[src/rtl/mem_defs.sv]
// Shared definitions for the byte-serial memory controller and its helpers.
//   SZ_*       : request size encodings (11 behaves as a word)
//   ST_*       : controller state encodings
//   ADDR_W_DEF : default RAM byte-address width (128 KiB)
package mem_defs;

  localparam int unsigned ADDR_W_DEF = 17;

  localparam logic [1:0] SZ_B = 2'b00;
  localparam logic [1:0] SZ_H = 2'b01;
  localparam logic [1:0] SZ_W = 2'b10;

  localparam logic [0:0] ST_IDLE = 1'b0;
  localparam logic [0:0] ST_BUSY = 1'b1;

  // Latched request attributes (address is kept separately at RAM width)
  typedef struct packed {
    logic        we;
    logic [1:0]  size;
    logic        sgn;
    logic [31:0] wdata;
  } req_ctrl_t;

  // Number of byte accesses for a size code
  function automatic logic [2:0] size_bytes(input logic [1:0] sz);
    case (sz)
      SZ_B:    size_bytes = 3'd1;
      SZ_H:    size_bytes = 3'd2;
      default: size_bytes = 3'd4;
    endcase
  endfunction

endpackage

[src/rtl/load_ext.sv]
// Load-data extension: keeps the low 1/2/4 bytes of an assembled
// little-endian word and fills the rest with sign or zeros.
//   raw    : assembled bytes, byte 0 in bits 7:0
//   size   : SZ_B / SZ_H / SZ_W (11 treated as word)
//   sgn    : 1 = sign-extend, 0 = zero-extend
//   data_c : extended result (combinational)
module load_ext
  import mem_defs::*;
(
  input  logic [31:0] raw,
  input  logic [1:0]  size,
  input  logic        sgn,
  output logic [31:0] data_c
);

  always_comb begin
    data_c = raw;
    case (size)
      SZ_B:    data_c = {{24{sgn & raw[7]}},  raw[7:0]};
      SZ_H:    data_c = {{16{sgn & raw[15]}}, raw[15:0]};
      default: data_c = raw;
    endcase
  end

endmodule

[src/rtl/mem_byte_ctrl.sv]
// Serialises 8/16/32-bit CPU loads/stores into byte accesses on an 8-bit
// single-port RAM, advancing one byte per tick.
//   clk, rst            : clock, async active-low reset
//   tick                : pacing strobe, one RAM step per high cycle
//   req_*               : request handshake and payload (req_ready = idle)
//   resp_valid/rdata    : one-cycle completion pulse, extended load data
//   mem_a/wr/dout, din  : byte RAM bus (din valid one tick after address)
module mem_byte_ctrl
  import mem_defs::*;
#(
  parameter int unsigned ADDR_W = ADDR_W_DEF
) (
  input  logic              clk,
  input  logic              rst,
  input  logic              tick,
  input  logic              req_valid,
  output logic              req_ready,
  input  logic              req_we,
  input  logic [1:0]        req_size,
  input  logic              req_signed,
  input  logic [31:0]       req_addr,
  input  logic [31:0]       req_wdata,
  output logic              resp_valid,
  output logic [31:0]       resp_rdata,
  output logic [ADDR_W-1:0] mem_a,
  output logic              mem_wr,
  output logic [7:0]        mem_dout,
  input  logic [7:0]        mem_din
);

  logic [0:0]        state_q, state_d;
  logic [2:0]        idx_q, idx_d;
  req_ctrl_t         cur_q, cur_d;
  logic [ADDR_W-1:0] addr_q, addr_d;
  logic [31:0]       raw_q, raw_d;
  logic [ADDR_W-1:0] mem_a_d;
  logic              mem_wr_d;
  logic [7:0]        mem_dout_d;
  logic              resp_valid_d;
  logic [31:0]       resp_rdata_d;

  logic [2:0]        n_c;
  logic [1:0]        cap_idx_c;
  logic [31:0]       raw_cap_c;
  logic [31:0]       ext_c;

  // Address bits above the RAM width are intentionally dropped
  logic unused_addr_hi;
  assign unused_addr_hi = ^req_addr[31:ADDR_W];

  assign req_ready = (state_q == ST_IDLE);
  assign n_c       = size_bytes(cur_q.size);

  // Read data arriving now belongs to the byte presented one tick ago
  always_comb begin
    cap_idx_c = 2'(idx_q - 3'd1);
    raw_cap_c = raw_q;
    raw_cap_c[{cap_idx_c, 3'b000} +: 8] = mem_din;
  end

  load_ext u_load_ext (
    .raw    (raw_cap_c),
    .size   (cur_q.size),
    .sgn    (cur_q.sgn),
    .data_c (ext_c)
  );

  // Next-state and registered-output logic
  always_comb begin
    state_d      = state_q;
    idx_d        = idx_q;
    cur_d        = cur_q;
    addr_d       = addr_q;
    raw_d        = raw_q;
    mem_a_d      = mem_a;
    mem_wr_d     = mem_wr;
    mem_dout_d   = mem_dout;
    resp_valid_d = 1'b0;
    resp_rdata_d = resp_rdata;

    case (state_q)
      ST_IDLE: begin
        if (req_valid) begin
          cur_d.we    = req_we;
          cur_d.size  = req_size;
          cur_d.sgn   = req_signed;
          cur_d.wdata = req_wdata;
          addr_d      = ADDR_W'(req_addr);
          idx_d       = 3'd0;
          raw_d       = 32'd0;
          state_d     = ST_BUSY;
        end
      end

      ST_BUSY: begin
        if (tick) begin
          if (!cur_q.we && (idx_q != 3'd0)) begin
            raw_d = raw_cap_c;
          end
          if (idx_q < n_c) begin
            mem_a_d    = addr_q + ADDR_W'(idx_q);
            mem_wr_d   = cur_q.we;
            mem_dout_d = cur_q.wdata[{idx_q[1:0], 3'b000} +: 8];
            idx_d      = idx_q + 3'd1;
          end else begin
            // Final tick: last read byte lands, bus goes quiet, respond
            mem_wr_d     = 1'b0;
            resp_valid_d = 1'b1;
            if (!cur_q.we) begin
              resp_rdata_d = ext_c;
            end
            idx_d   = 3'd0;
            state_d = ST_IDLE;
          end
        end
      end

      default: begin
        state_d = ST_IDLE;
      end
    endcase
  end

  // State and output registers
  always_ff @(posedge clk or negedge rst) begin
    if (!rst) begin
      state_q    <= ST_IDLE;
      idx_q      <= 3'd0;
      cur_q      <= '0;
      addr_q     <= '0;
      raw_q      <= 32'd0;
      mem_a      <= '0;
      mem_wr     <= 1'b0;
      mem_dout   <= 8'd0;
      resp_valid <= 1'b0;
      resp_rdata <= 32'd0;
    end else begin
      state_q    <= state_d;
      idx_q      <= idx_d;
      cur_q      <= cur_d;
      addr_q     <= addr_d;
      raw_q      <= raw_d;
      mem_a      <= mem_a_d;
      mem_wr     <= mem_wr_d;
      mem_dout   <= mem_dout_d;
      resp_valid <= resp_valid_d;
      resp_rdata <= resp_rdata_d;
    end
  end

endmodule
[config.mk]
export PLATFORM = sky130hd
export DESIGN_NAME = mem_byte_ctrl
export DESIGN_NICKNAME = d
export VERILOG_FILES = /design/src/rtl/mem_defs.sv /design/src/rtl/load_ext.sv /design/src/rtl/mem_byte_ctrl.sv
export SDC_FILE = /design/constraint.sdc
export NUM_CORES = 1
export LEC_CHECK = 0
export ABC_AREA = 0
export BUFFER_PORTS_ARGS = -buffer_cell sky130_fd_sc_hd__buf_4
export CAP_MARGIN = 20
export CORE_UTILIZATION = 55
export DETAILED_ROUTE_END_ITERATION = 10
export GPL_ROUTABILITY_DRIVEN = 0
export HOLD_SLACK_MARGIN = 0.1
export PLACE_DENSITY_LB_ADDON = 0.3
export SETUP_SLACK_MARGIN = 0.3
export SYNTH_ARGS = -nofsm -noshare
export SYNTH_HDL_FRONTEND = slang
export SYNTH_SLANG_ARGS = --single-unit
[constraint.sdc]
create_clock -name clk -period 3.2 [get_ports clk]
set_input_delay 0.8 -clock clk [delete_from_list [all_inputs] [get_ports clk]]
set_output_delay 0.8 -clock clk [all_outputs]
set_load 0.01 [all_outputs]
==> qor.log, run 1 <==
qor: logic_synthesis.synth_xor_xnor_area_share 0.01955
qor: routing.post_drt_wl_per_cell 15.98 um
qor: global_route.global_route.overflow_total 0
qor: die.boundaryPins 140
qor: logic_synthesis.post_synthesis_cell_area 0.006721 mm2
qor: logic_synthesis.syn-instance-count 701
qor: timing.timing.max_slew.rel_slack 0.4955
qor: critical_path.worst-setup-path-type reg -> reg
qor: routing.antenna_violating_nets_post_route 0
qor: timing.rsz0062_at_grt false
qor: timing.clock.fmax 372.1 MHz
qor: timing.fin_crit 2.687 ns
qor: logic_synthesis.synth-edff-count 0
qor: status.status completed
qor: die.fp.dieW 112.5 um
qor: routing.detailroute.via_count 5388
qor: clocking.cts.sinks 148
qor: routing.drt_pre_antenna_iters 5
qor: clocking.tritoncts.num_buffers 17
qor: logic_synthesis.post_synth_fa_ha_maj_area_fraction 0.02159
qor: routing.number_of_design_rule_violations_left_after_detail_routing 0
qor: timing.fin_worst_skew 0.006045 ns
qor: worst_hold_path.hold_class in -> async
qor: critical_path.crit_path_max_fanout 18
qor: place.post-dp-hpwl 10.49 mm
qor: clocking.cts-root-to-sink-buffers 2
qor: logic_synthesis.ys_types 43
qor: die.die_area 0.01267 mm2
qor: global_route.first_global_vias 5416
qor: logic_synthesis.synth_ff_type dfrtp_1
qor: logic_synthesis.async_set_reset_flop_share_out_of_synthesis 1.000
qor: clocking.cts_tree built
qor: power_and_ir_drop.power.density 1007 mW/mm2
qor: layout.drive_gt1_frac 0.2322
qor: timing.finalSetupTns 0 ns
qor: logic_synthesis.sequential_cell_area_fraction_in_the_yosys_report 0.5510
qor: logic_synthesis.post_synth_mux_area_share 0.04635
qor: timing.tightest_slew 0.7540 ns
qor: clocking.clock_insertion_delay_worst_skew 0.42 ns
qor: critical_path.crit_required 3.47 ns
qor: routing.finalWirelength 15.57 mm
qor: logic_synthesis.post_synthesis_compound_gate_area_fraction 0.1290
qor: global_route.largest_net_degree_at_the_start_of_global_routing 78
qor: place.place.port_buffers 124
qor: clocking.clkTransAtPathRegs 0.06 ns
qor: run.max_cap_viol_count 0
qor: logic_synthesis.synth.ff_latch_count 148
qor: timing.post_route_fraction_of_the_period_consumed_by_the_critical_path 0.8397
qor: die.die_height 112.5 um
qor: critical_path.endpoint_kind flop
qor: layout.nets 905
qor: global_route.number_of_antenna_violations_at_the_first_check_in_global_routing 0
qor: timing.hold_viol_final 0
qor: layout.area_growth 26.02%
qor: timing.report.final.slew_viol_count 0
qor: global_route.grt_pass1_wl 26.22 mm
qor: power_and_ir_drop.worst_ir_drop_vdd 0.0005553 V
qor: clocking.cts.repair.resized 0
qor: global_route.all_layer_global_routing_usage 0.2664
qor: clocking.ctsHtreeMaxLevel 4
qor: logic_synthesis.syn-num-nets 792
qor: power_and_ir_drop.fin_total_pwr 8.530 mW
qor: routing.dr_iter_0_viols 308
qor: clocking.cts_post_setup_buffers_inserted 0
qor: critical_path.r2r_setup_slack 0.51 ns
qor: critical_path.crit_path_start_kind flop
qor: logic_synthesis.syn-mean-instance-area 9.588 um2
qor: die.floorplan.initialDensity 0.5619
qor: critical_path.cp_data_arrival_time 2.95 ns
qor: logic_synthesis.largest_family_of_logic_cells_by_synthesized_area simple AND/OR/NAND/NOR gates
qor: die.placement_rows 40
qor: routing.routed_via_density 5.532
qor: logic_synthesis.synth_simple_gate_area_share 0.1869
qor: die.fp.coreArea 0.01196 mm2
qor: logic_synthesis.synth.yosys.warnings 0
qor: layout.diodes 0
qor: clocking.cts_hold_buf 0
qor: power_and_ir_drop.static_power_due_to_leakage 4.101 nW
qor: clocking.root_buffer clkbuf_16
qor: timing.setup_violations 0
## stage by stage
stage | cells | utilization | worst slack [ns] | cell area (um2) | hold WS [ns]
floorplan | 701 | - | 0.6610 | 6721 | 0.4403
global placement | 942 | 0.6518 | 0.5997 | 7796 | 0.4540
detailed placement | 942 | 0.6518 | 0.5536 | 7796 | 0.4605
CTS | 974 | 0.7082 | 0.5272 | 8471 | 0.4464
global route | 974 | 0.7082 | 0.3078 | 8471 | 0.4757
finish | 974 | 0.7082 | 0.5128 | 8471 | 0.4237
## Yosys cell counts (3+ instances only)
master / instances / area, um2
a22oi_1: 21 / 157.7
ha_1: 10 / 125.1
o31ai_1: 9 / 67.56
xnor2_1: 7 / 61.31
mux2_4: 5 / 75.07
nand3_1: 25 / 125.1
o32ai_1: 7 / 61.31
clkbuf_1: 36 / 135.1
o21ai_0: 53 / 265.3
a21oi_1: 12 / 60.06
nor2b_1: 10 / 62.56
mux2_2: 5 / 56.30
xor2_1: 8 / 70.07
buf_2: 5 / 25.02
nor3_1: 4 / 20.02
a22o_1: 7 / 61.31
nand2b_1: 7 / 43.79
nor2_1: 39 / 146.4
dfrtp_1: 148 / 3704
nand2_1: 199 / 747.0
and3_1: 3 / 18.77
inv_1: 33 / 123.9
mux4_2: 8 / 180.2
a31oi_1: 16 / 100.1
## routing by layer
layer  part of all wire  global-route usage  vias up
li1                   -                   -     2584
met4              0.017             0.09956        0
met5                  0                   0        -
met3              0.057             0.06263       22
met1               0.43              0.3488     2602
met2               0.49              0.4342      180
## path summary, 6_finish.rpt
check,end,from,depth (start not counted)
max,resp_rdata[18]$_DFFE_PN0P_,idx_q[1]$_DFFE_PN0P_,8
min,resp_rdata[23]$_DFFE_PN0P_,rst,1
max reg2reg,resp_rdata[18]$_DFFE_PN0P_,idx_q[1]$_DFFE_PN0P_,8
min reg2reg,cur_q[29]$_DFFE_PN0P_,cur_q[29]$_DFFE_PN0P_,2
max in group asynchronous,raw_q[24]$_DFFE_PN0P_,rst,2
min in group clk,cur_q[29]$_DFFE_PN0P_,cur_q[29]$_DFFE_PN0P_,2
## state kept, by name, indices dropped and copies added (netlist names)
name / cells
raw_q: 32
state_q: 1
mem_a: 17
mem_dout: 8
idx_q: 3
mem_wr: 1
cur_q: 36
resp_valid: 1
resp_rdata: 32
addr_q: 17
## cell families after synthesis
logic type      after synthesis
buf+inv                      76
fa+ha+maj                    11
mux                          18
xor+xnor                     15
compound gates              136
simple gates                297
flops                       148
## cells in the final DEF, fill, tap and decap left out, types with 2 or more instances in the layout
cell type / count
clkbuf_16: 17
ha_1: 10
mux4_2: 8
nand2b_1: 7
xnor2_1: 7
nand3_1: 25
dfrtp_1: 148
and3_1: 3
xor2_1: 8
inv_1: 33
a22o_1: 7
nor2b_1: 9
clkbuf_1: 2
a31oi_1: 16
mux2_4: 5
bufinv_16: 6
nor2_1: 39
o22ai_1: 2
nor3_1: 4
clkinv_2: 4
and2_1: 2
buf_12: 2
mux2_2: 5
buf_4: 134
o21ai_0: 52
clkbuf_8: 3
nand4_1: 2
o32ai_1: 7
o21a_1: 2
a22oi_1: 21
a21oi_1: 12
nand2_1: 198
o31ai_1: 9
## worst max-delay path, stage by stage (launching register included)
cell and delay, ns:
dfrtp_1 0.42, inv_1 0.11, ha_1 0.58, inv_1 0.36, a32oi_1 0.48, nand2_1 0.10, o2111ai_1 0.11, buf_4 0.26
a31oi_1 0.12
## power breakdown
part	switching (mW)	leakage [nW]	internal (mW)
clock network	0.740	0.334	1.52
logic	1.73	1.88	1.41
registers	0.510	1.89	2.62
total	2.98	4.10	5.55
## layout make-up
class	count	area [um2]
Clock inverter	10	200.2
Fill cell	911	3491
Clock buffer	22	474.2
Inverter	33	123.9
Timing Repair Buffer	137	1057
Tap cell	147	183.9
Multi-Input combinational cell	477	2728
Sequential cell	148	3704
No activity file was read; power rests on OpenSTA's default activity.
==> inputs of run 2 (changes only) <==
Clock period 3.2 ns to 2.7 ns, I/O delays scaled along.
==> qor.log, run 2 (synthesis results as in run 1) <==
qor: status.status completed
qor: routing.detailroute.via_count 5460 [+1.3%]
qor: clocking.cts_tree built
qor: place.place.port_buffers 124 [unchanged]
qor: clocking.cts.sinks 148 [unchanged]
qor: die.die_area 0.01267 mm2 [unchanged]
qor: global_route.first_global_vias 5518 [+1.9%]
qor: power_and_ir_drop.seqPwrFrac 0.365 [-0.002]
qor: power_and_ir_drop.power.internal 6.545 mW [+18%]
qor: layout.commonest_non_fill_non_tap_cell_in_the_layout nand2_1
qor: critical_path.cp_data_arrival_time 2.68 ns [-0.27 ns]
qor: routing.antenna_violating_nets_post_route 0 [unchanged]
qor: global_route.grt_pass1_wl 26.68 mm [+1.7%]
qor: place.post-dp-hpwl 10.56 mm [+0.67%]
qor: power_and_ir_drop.power_switching 3.679 mW [+24%]
qor: die.fp.dieW 112.5 um [unchanged]
qor: power_and_ir_drop.worst_ir_drop_vdd 0.0006576 V [+18%]
qor: timing.timing.max_slew.rel_slack 0.6012 [+0.1057]
qor: power_and_ir_drop.fin_total_pwr 10.22 mW [+20%]
qor: timing.fin_worst_skew 0.004180 ns [-0.001864 ns]
qor: timing.rsz0062_at_grt true
qor: layout.drive_gt1_frac 0.2630 [+0.03087]
qor: critical_path.r2r_setup_slack 0.37 ns [-0.15 ns]
qor: global_route.global_route.overflow_total 0 [unchanged]
qor: layout.max_reg_flops 36 [unchanged]
qor: layout.nets 923 [+2.0%]
qor: critical_path.timing.rr.end resp_rdata[18]$_DFFE_PN0P_
qor: timing.fin_crit 2.333 ns [-0.3538 ns]
qor: timing.hold_viol_final 0 [unchanged]
qor: critical_path.rr_startpoint idx_q[1]$_DFFE_PN0P_
qor: critical_path.crit_path_top_delay_cell o32ai_1
qor: power_and_ir_drop.static_power_due_to_leakage 4.171 nW [+1.7%]
qor: layout.area_growth 28.50%
qor: die.placement_rows 40 [unchanged]
qor: critical_path.series_of_cell_instances_along_the_critical_path buf_8 -> ha_1 -> nand3_1 -> o32ai_1 -> nand2_1 -> a31oi_1
qor: timing.finalSetupTns 0 ns [unchanged]
qor: routing.dr_iter_0_viols 356 [+16%]
qor: die.boundaryPins 140 [unchanged]
qor: power_and_ir_drop.power.density 1184 mW/mm2 [+18%]
qor: routing.finalWirelength 16.21 mm [+4.1%]
qor: global_route.largest_net_degree_at_the_start_of_global_routing 76 [-2.6%]
qor: clocking.cts_hold_buf 0 [unchanged]
qor: die.die_height 112.5 um [unchanged]
qor: timing.tightest_slew 0.5982 ns [-0.1559 ns]
qor: clocking.clock_insertion_delay_worst_skew 0.42 ns [about the same]
qor: timing.report.final.slew_viol_count 0 [unchanged]
qor: timing.setup_violations 0 [unchanged]
qor: clocking.clkTransAtPathRegs 0.06 ns [about the same]
qor: layout.diodes 0 [unchanged]
qor: critical_path.crit_required 3.05 ns [-0.42 ns]
qor: routing.drt_pre_antenna_iters 6 [+1]
qor: global_route.number_of_antenna_violations_at_the_first_check_in_global_routing 0 [unchanged]
qor: routing.routed_via_density 5.510 [-0.40%]
qor: timing.post_route_fraction_of_the_period_consumed_by_the_critical_path 0.8642 [+0.02445]
qor: timing.worst_setup_margin 0.3667 ns [-0.1462 ns]
qor: critical_path.crit_path_start_kind flop
qor: critical_path.worst-setup-path-type reg -> reg
qor: layout.mostFrequentLayoutCells 198 x nand2_1, 147 x dfrtp_1, 147 x buf_4, 52 x o21ai_0, 39 x nor2_1
qor: power_and_ir_drop.sw_frac_of_total 0.3599 [+0.01108]
qor: timing.clock.fmax 428.6 MHz [+15%]
qor: layout.biggestRegsByFlops cur_q (36), raw_q (32), resp_rdata (32)
qor: clocking.tritoncts.num_buffers 17 [unchanged]
qor: critical_path.critical_path.max_stage_delay 0.48 ns [-0.10 ns]
qor: clocking.root_buffer clkbuf_16
qor: critical_path.reg2reg_depth 6 [-2]
qor: routing.number_of_design_rule_violations_left_after_detail_routing 0 [unchanged]
qor: routing.post_drt_wl_per_cell 16.36 um [+2.4%]
qor: power_and_ir_drop.p_clk_frac 0.239 [-0.026]
qor: power_and_ir_drop.power.share.combinational 0.397 [+0.029]
qor: worst_hold_path.hold_class in -> async
qor: run.max_cap_viol_count 0 [unchanged]
qor: critical_path.endpoint_kind flop
qor: layout.max_flop_register cur_q
qor: place.dpl_worst_slack 0.02240 ns [-0.5312 ns]
qor: global_route.all_layer_global_routing_usage 0.2731 [+0.006726]
qor: die.floorplan.initialDensity 0.5619 [unchanged]
qor: die.fp.coreArea 0.01196 mm2 [unchanged]
qor: layout.finalCoreUtilization 0.7221 [+0.01391]
qor: clocking.cts-root-to-sink-buffers 2 [unchanged]
qor: clocking.ctsHtreeMaxLevel 4 [unchanged]
qor: critical_path.crit_path_max_fanout 14 [-4]
qor: layout.filler_cell_count 851 [-6.6%]
-- run 2: cell count changes in the layout (fill, tap and decap cells not counted), sizes merged --
cell      delta
nor3         +1
buf         +17
inv          -1
clkinvlp     +3
bufinv       -3
-- run 2: worst max-delay path, delay by kind of cell, from the launching register on --
family / cells / cell delay, ns
AOI/OAI and AO/OA: 2 / 0.65
and+or+nand+nor: 2 / 0.56
adders and majority gates: 1 / 0.46
DFF: 1 / 0.39
buffers and inverters: 1 / 0.19
-- run 2: area by class of cell --
type                            instances  area, um2  share of cell area
Sequential cell                       148       3705              0.4289
Multi-Input combinational cell        478       2804              0.3246
Timing Repair Buffer                  154       1197              0.1386
Clock buffer                           22      494.2             0.05722
Tap cell                              147      183.9             0.02130
Inverter                               33      127.6             0.01478
Clock inverter                          9      125.1             0.01449
-- run 2: power by group through the flow --
stage / Sequential (mW) / Combinational (mW) / Clock, mW
final: 3.73 / 4.06 / 2.44
after global routing: 3.82 / 4.49 / 2.58
after CTS: 3.72 / 3.94 / 2.47
after detailed placement: 3.73 / 3.77 / 0
after global placement: 3.67 / 3.61 / 0
after floorplan: 3.79 / 2.20 / 0
-- run 2: repair_timing --
action	4_1_cts	5_1_grt
endpoints found under the setup margin	26	24
pin swaps	3	3
buffers inserted	4	4
resized for setup	3	13
endpoints found under the hold margin	0	0
gates cloned	1	1
-- run 2: worst max-delay path by stage --
stage                                      from                          to  cells after the start
after CTS                  idx_q[1]$_DFFE_PN0P_  resp_rdata[30]$_DFFE_PN0P_                      9
after global routing       idx_q[1]$_DFFE_PN0P_  resp_rdata[19]$_DFFE_PN0P_                      6
after floorplan            idx_q[1]$_DFFE_PN0P_  resp_rdata[24]$_DFFE_PN0P_                     10
after detailed placement  cur_q[34]$_DFFE_PN0P_  resp_rdata[19]$_DFFE_PN0P_                      9
after global placement    cur_q[34]$_DFFE_PN0P_  resp_rdata[21]$_DFFE_PN0P_                      9
final                      idx_q[1]$_DFFE_PN0P_  resp_rdata[18]$_DFFE_PN0P_                      6
-- run 2: routing by layer --
metal  track usage  wire length, um  vias up  share of wire
li1              -                -     2631              -
met1        0.3470             6744     2595           0.42
met2        0.4523             8130      208           0.50
met3       0.06210             1003       26          0.062
met4        0.1164              334        0          0.021
met5             0                0        -              0
-- run 2: stage by stage --
| step | hold WS, ns | cells | cell area [um2] |
|---|---|---|---|
| after floorplan | 0.3794 | 701 | 6725 |
| after global placement | 0.4540 | 950 | 7844 |
| after detailed placement | 0.4570 | 950 | 7844 |
| after CTS | 0.1727 | 986 | 8528 |
| after global routing | 0.1884 | 991 | 8637 |
| final | 0.1610 | 991 | 8637 |
==> inputs of run 3 (changes only) <==
Clock period 2.7 ns to 2.35 ns, I/O delays scaled along.
==> qor.log, run 3 (synthesis results as in run 1) <==
qor: critical_path.worst-setup-path-type reg -> reg
qor: run.max_cap_viol_count 0 [unchanged]
qor: routing.drt_pre_antenna_iters 5 [-1]
qor: timing.fin_crit 2.304 ns [-0.02949 ns]
qor: power_and_ir_drop.power.density 1416 mW/mm2 [+20%]
qor: layout.max_flop_register cur_q
qor: timing.timing.max_slew.rel_slack 0.5844 [-0.01686]
qor: global_route.all_layer_global_routing_usage 0.2921 [+0.01895]
qor: layout.mostFrequentLayoutCells 196 x nand2_1, 152 x buf_4, 146 x dfrtp_1, 36 x o21ai_0, 31 x inv_1
qor: critical_path.cp_data_arrival_time 2.64 ns [-0.04 ns]
qor: timing.tightest_slew 0.6213 ns [+0.02309 ns]
qor: routing.dr_iter_0_viols 403 [+13%]
qor: timing.hold_viol_final 0 [unchanged]
qor: timing.post_route_fraction_of_the_period_consumed_by_the_critical_path 0.9804 [+0.1162]
qor: routing.antenna_violating_nets_post_route 0 [unchanged]
qor: clocking.clkTransAtPathRegs 0.07 ns [about the same]
qor: clocking.tritoncts.num_buffers 17 [unchanged]
qor: timing.rsz0062_at_grt true
qor: layout.nets 949 [+2.8%]
qor: power_and_ir_drop.worst_ir_drop_vdd 0.0006813 V [+3.6%]
qor: die.die_area 0.01267 mm2 [unchanged]
qor: layout.commonest_non_fill_non_tap_cell_in_the_layout nand2_1
qor: critical_path.crit_required 2.68 ns [-0.37 ns]
qor: layout.finalCoreUtilization 0.7957 [+0.07364]
qor: timing.report.final.slew_viol_count 0 [unchanged]
qor: routing.post_drt_wl_per_cell 18.93 um [+16%]
qor: power_and_ir_drop.fin_total_pwr 13.47 mW [+32%]
qor: global_route.grt_pass1_wl 28.41 mm [+6.5%]
qor: die.fp.coreArea 0.01196 mm2 [unchanged]
qor: place.post-dp-hpwl 10.69 mm [+1.2%]
qor: global_route.first_global_vias 5733 [+3.9%]
qor: critical_path.rr_startpoint cur_q[34]$_DFFE_PN0P_
qor: die.boundaryPins 140 [unchanged]
qor: clocking.cts-root-to-sink-buffers 2 [unchanged]
qor: timing.worst_hold_slack 0.3433 ns [+0.1823 ns]
qor: routing.detailroute.via_count 5949 [+9.0%]
qor: timing.worst_setup_margin 0.04616 ns [-0.3205 ns]
qor: power_and_ir_drop.static_power_due_to_leakage 4.455 nW [+6.8%]
qor: routing.finalWirelength 19.27 mm [+19%]
qor: die.fp.dieW 112.5 um [unchanged]
qor: global_route.largest_net_degree_at_the_start_of_global_routing 78 [+2.6%]
qor: status.status completed
qor: layout.drive_gt1_frac 0.3410 [+0.07795]
qor: die.floorplan.initialDensity 0.5619 [unchanged]
qor: die.die_height 112.5 um [unchanged]
qor: die.placement_rows 40 [unchanged]
qor: layout.area_growth 41.60%
qor: critical_path.crit_path_max_fanout 8 [-6]
qor: clocking.ctsHtreeMaxLevel 4 [unchanged]
qor: timing.clock.fmax 434.1 MHz [+1.3%]
qor: worst_hold_path.hold_class in -> reg
qor: clocking.cts.sinks 148 [unchanged]
qor: routing.number_of_design_rule_violations_left_after_detail_routing 0 [unchanged]
qor: critical_path.crit_path_start_kind flop
qor: timing.setup_violations 0 [unchanged]
qor: global_route.number_of_antenna_violations_at_the_first_check_in_global_routing 0 [unchanged]
qor: worst_hold_path.min_from req_addr[6]
qor: clocking.cts_tree built
qor: place.dpl_worst_slack -0.1141 ns [-0.1365 ns]
qor: layout.diodes 0 [unchanged]
qor: timing.fin_worst_skew 0.01367 ns [+0.009491 ns]
qor: routing.routed_via_density 5.844 [+6.1%]
qor: critical_path.endpoint_kind flop
qor: layout.filler_cell_count 722 [-15%]
qor: clocking.clock_insertion_delay_worst_skew 0.43 ns [about the same]
qor: layout.biggestRegsByFlops cur_q (36), raw_q (32), resp_rdata (32)
qor: global_route.global_route.overflow_total 0 [unchanged]
qor: place.place.port_buffers 124 [unchanged]
qor: timing.finalSetupTns 0 ns [unchanged]
qor: layout.max_reg_flops 36 [unchanged]
qor: critical_path.cp-startpoint cur_q[34]$_DFFE_PN0P_
qor: clocking.root_buffer clkbuf_16
## run 3: cell types whose count changed in the layout (fill, tap and decap cells not counted), moves of 6 or more
cell	before	now
nor2_1	39	21
nor2_4	0	17
o21ai_0	52	36
o21ai_2	0	9
o21ai_1	1	8
a31oi_1	16	10
a31oi_4	0	6
buf_12	2	8
## run 3: cell type report
type / count / area [um2] / area share
repair buffers: 179 / 1644 / 0.1727
well taps: 147 / 183.9 / 0.01932
inverters: 33 / 126.4 / 0.01328
clock inverters: 14 / 234.0 / 0.02458
clock buffers: 18 / 429.2 / 0.04509
flip-flops and latches: 148 / 3706 / 0.3894
multi-input cells: 479 / 3194 / 0.3356
## run 3: power by group
part           internal [mW]  switching [mW]
Clock                   1.99            1.09
Combinational           2.92            3.09
Sequential              3.57           0.820
Total                   8.48            4.99
## run 3: worst max-delay path, cell delays in order, from the launching register on
cell       delay [ns]
dfrtp_1          0.41
inv_4            0.07
nand2_2          0.06
ha_4             0.16
or4_4            0.44
a21oi_4          0.21
buf_6            0.12
nor3_4           0.03
buf_12           0.17
buf_12           0.13
clkbuf_16        0.17
a21oi_1          0.22
## run 3: stage by stage
| stage | std cells | instance area (um2) |
|---|---|---|
| 2_1_floorplan | 701 | 6775 |
| 4_1_cts | 1003 | 9090 |
| 3_3_place_gp | 955 | 7939 |
| 5_1_grt | 1018 | 9518 |
| 6_report | 1018 | 9518 |
| 3_5_place_dp | 955 | 7939 |
## run 3: worst paths after layout
path                                               to  slack, ns  depth (start not counted)
setup / recovery            resp_rdata[1]$_DFFE_PN0P_       0.05                         11
min in group asynchronous  resp_rdata[20]$_DFFE_PN0P_       0.62                          2
hold reg to reg                 cur_q[20]$_DFFE_PN0P_       0.47                          2
setup reg to reg            resp_rdata[1]$_DFFE_PN0P_       0.05                         11
max in group asynchronous       cur_q[20]$_DFFE_PN0P_       0.91                          3
hold / removal                  addr_q[6]$_DFFE_PN0P_       0.34                          3
## run 3: what timing repair did
action                                  in CTS  in global routing
setup buffers                                9                 10
gates cloned                                 6                  5
gates resized for setup                     75                 32
hold buffers                                 1                  0
endpoints found under the setup margin      62                 78
pin swaps                                    9                  6
hold endpoints to repair                    32                  0
## run 3: metal layers
| metal | GRT usage | share of wire | vias up |
|---|---|---|---|
| met5 | 0 | 0 | - |
| met4 | 0.1013 | 0.030 | 0 |
| met3 | 0.06965 | 0.073 | 54 |
| met2 | 0.4984 | 0.52 | 284 |
| met1 | 0.3654 | 0.38 | 2916 |
| li1 | - | - | 2695 |
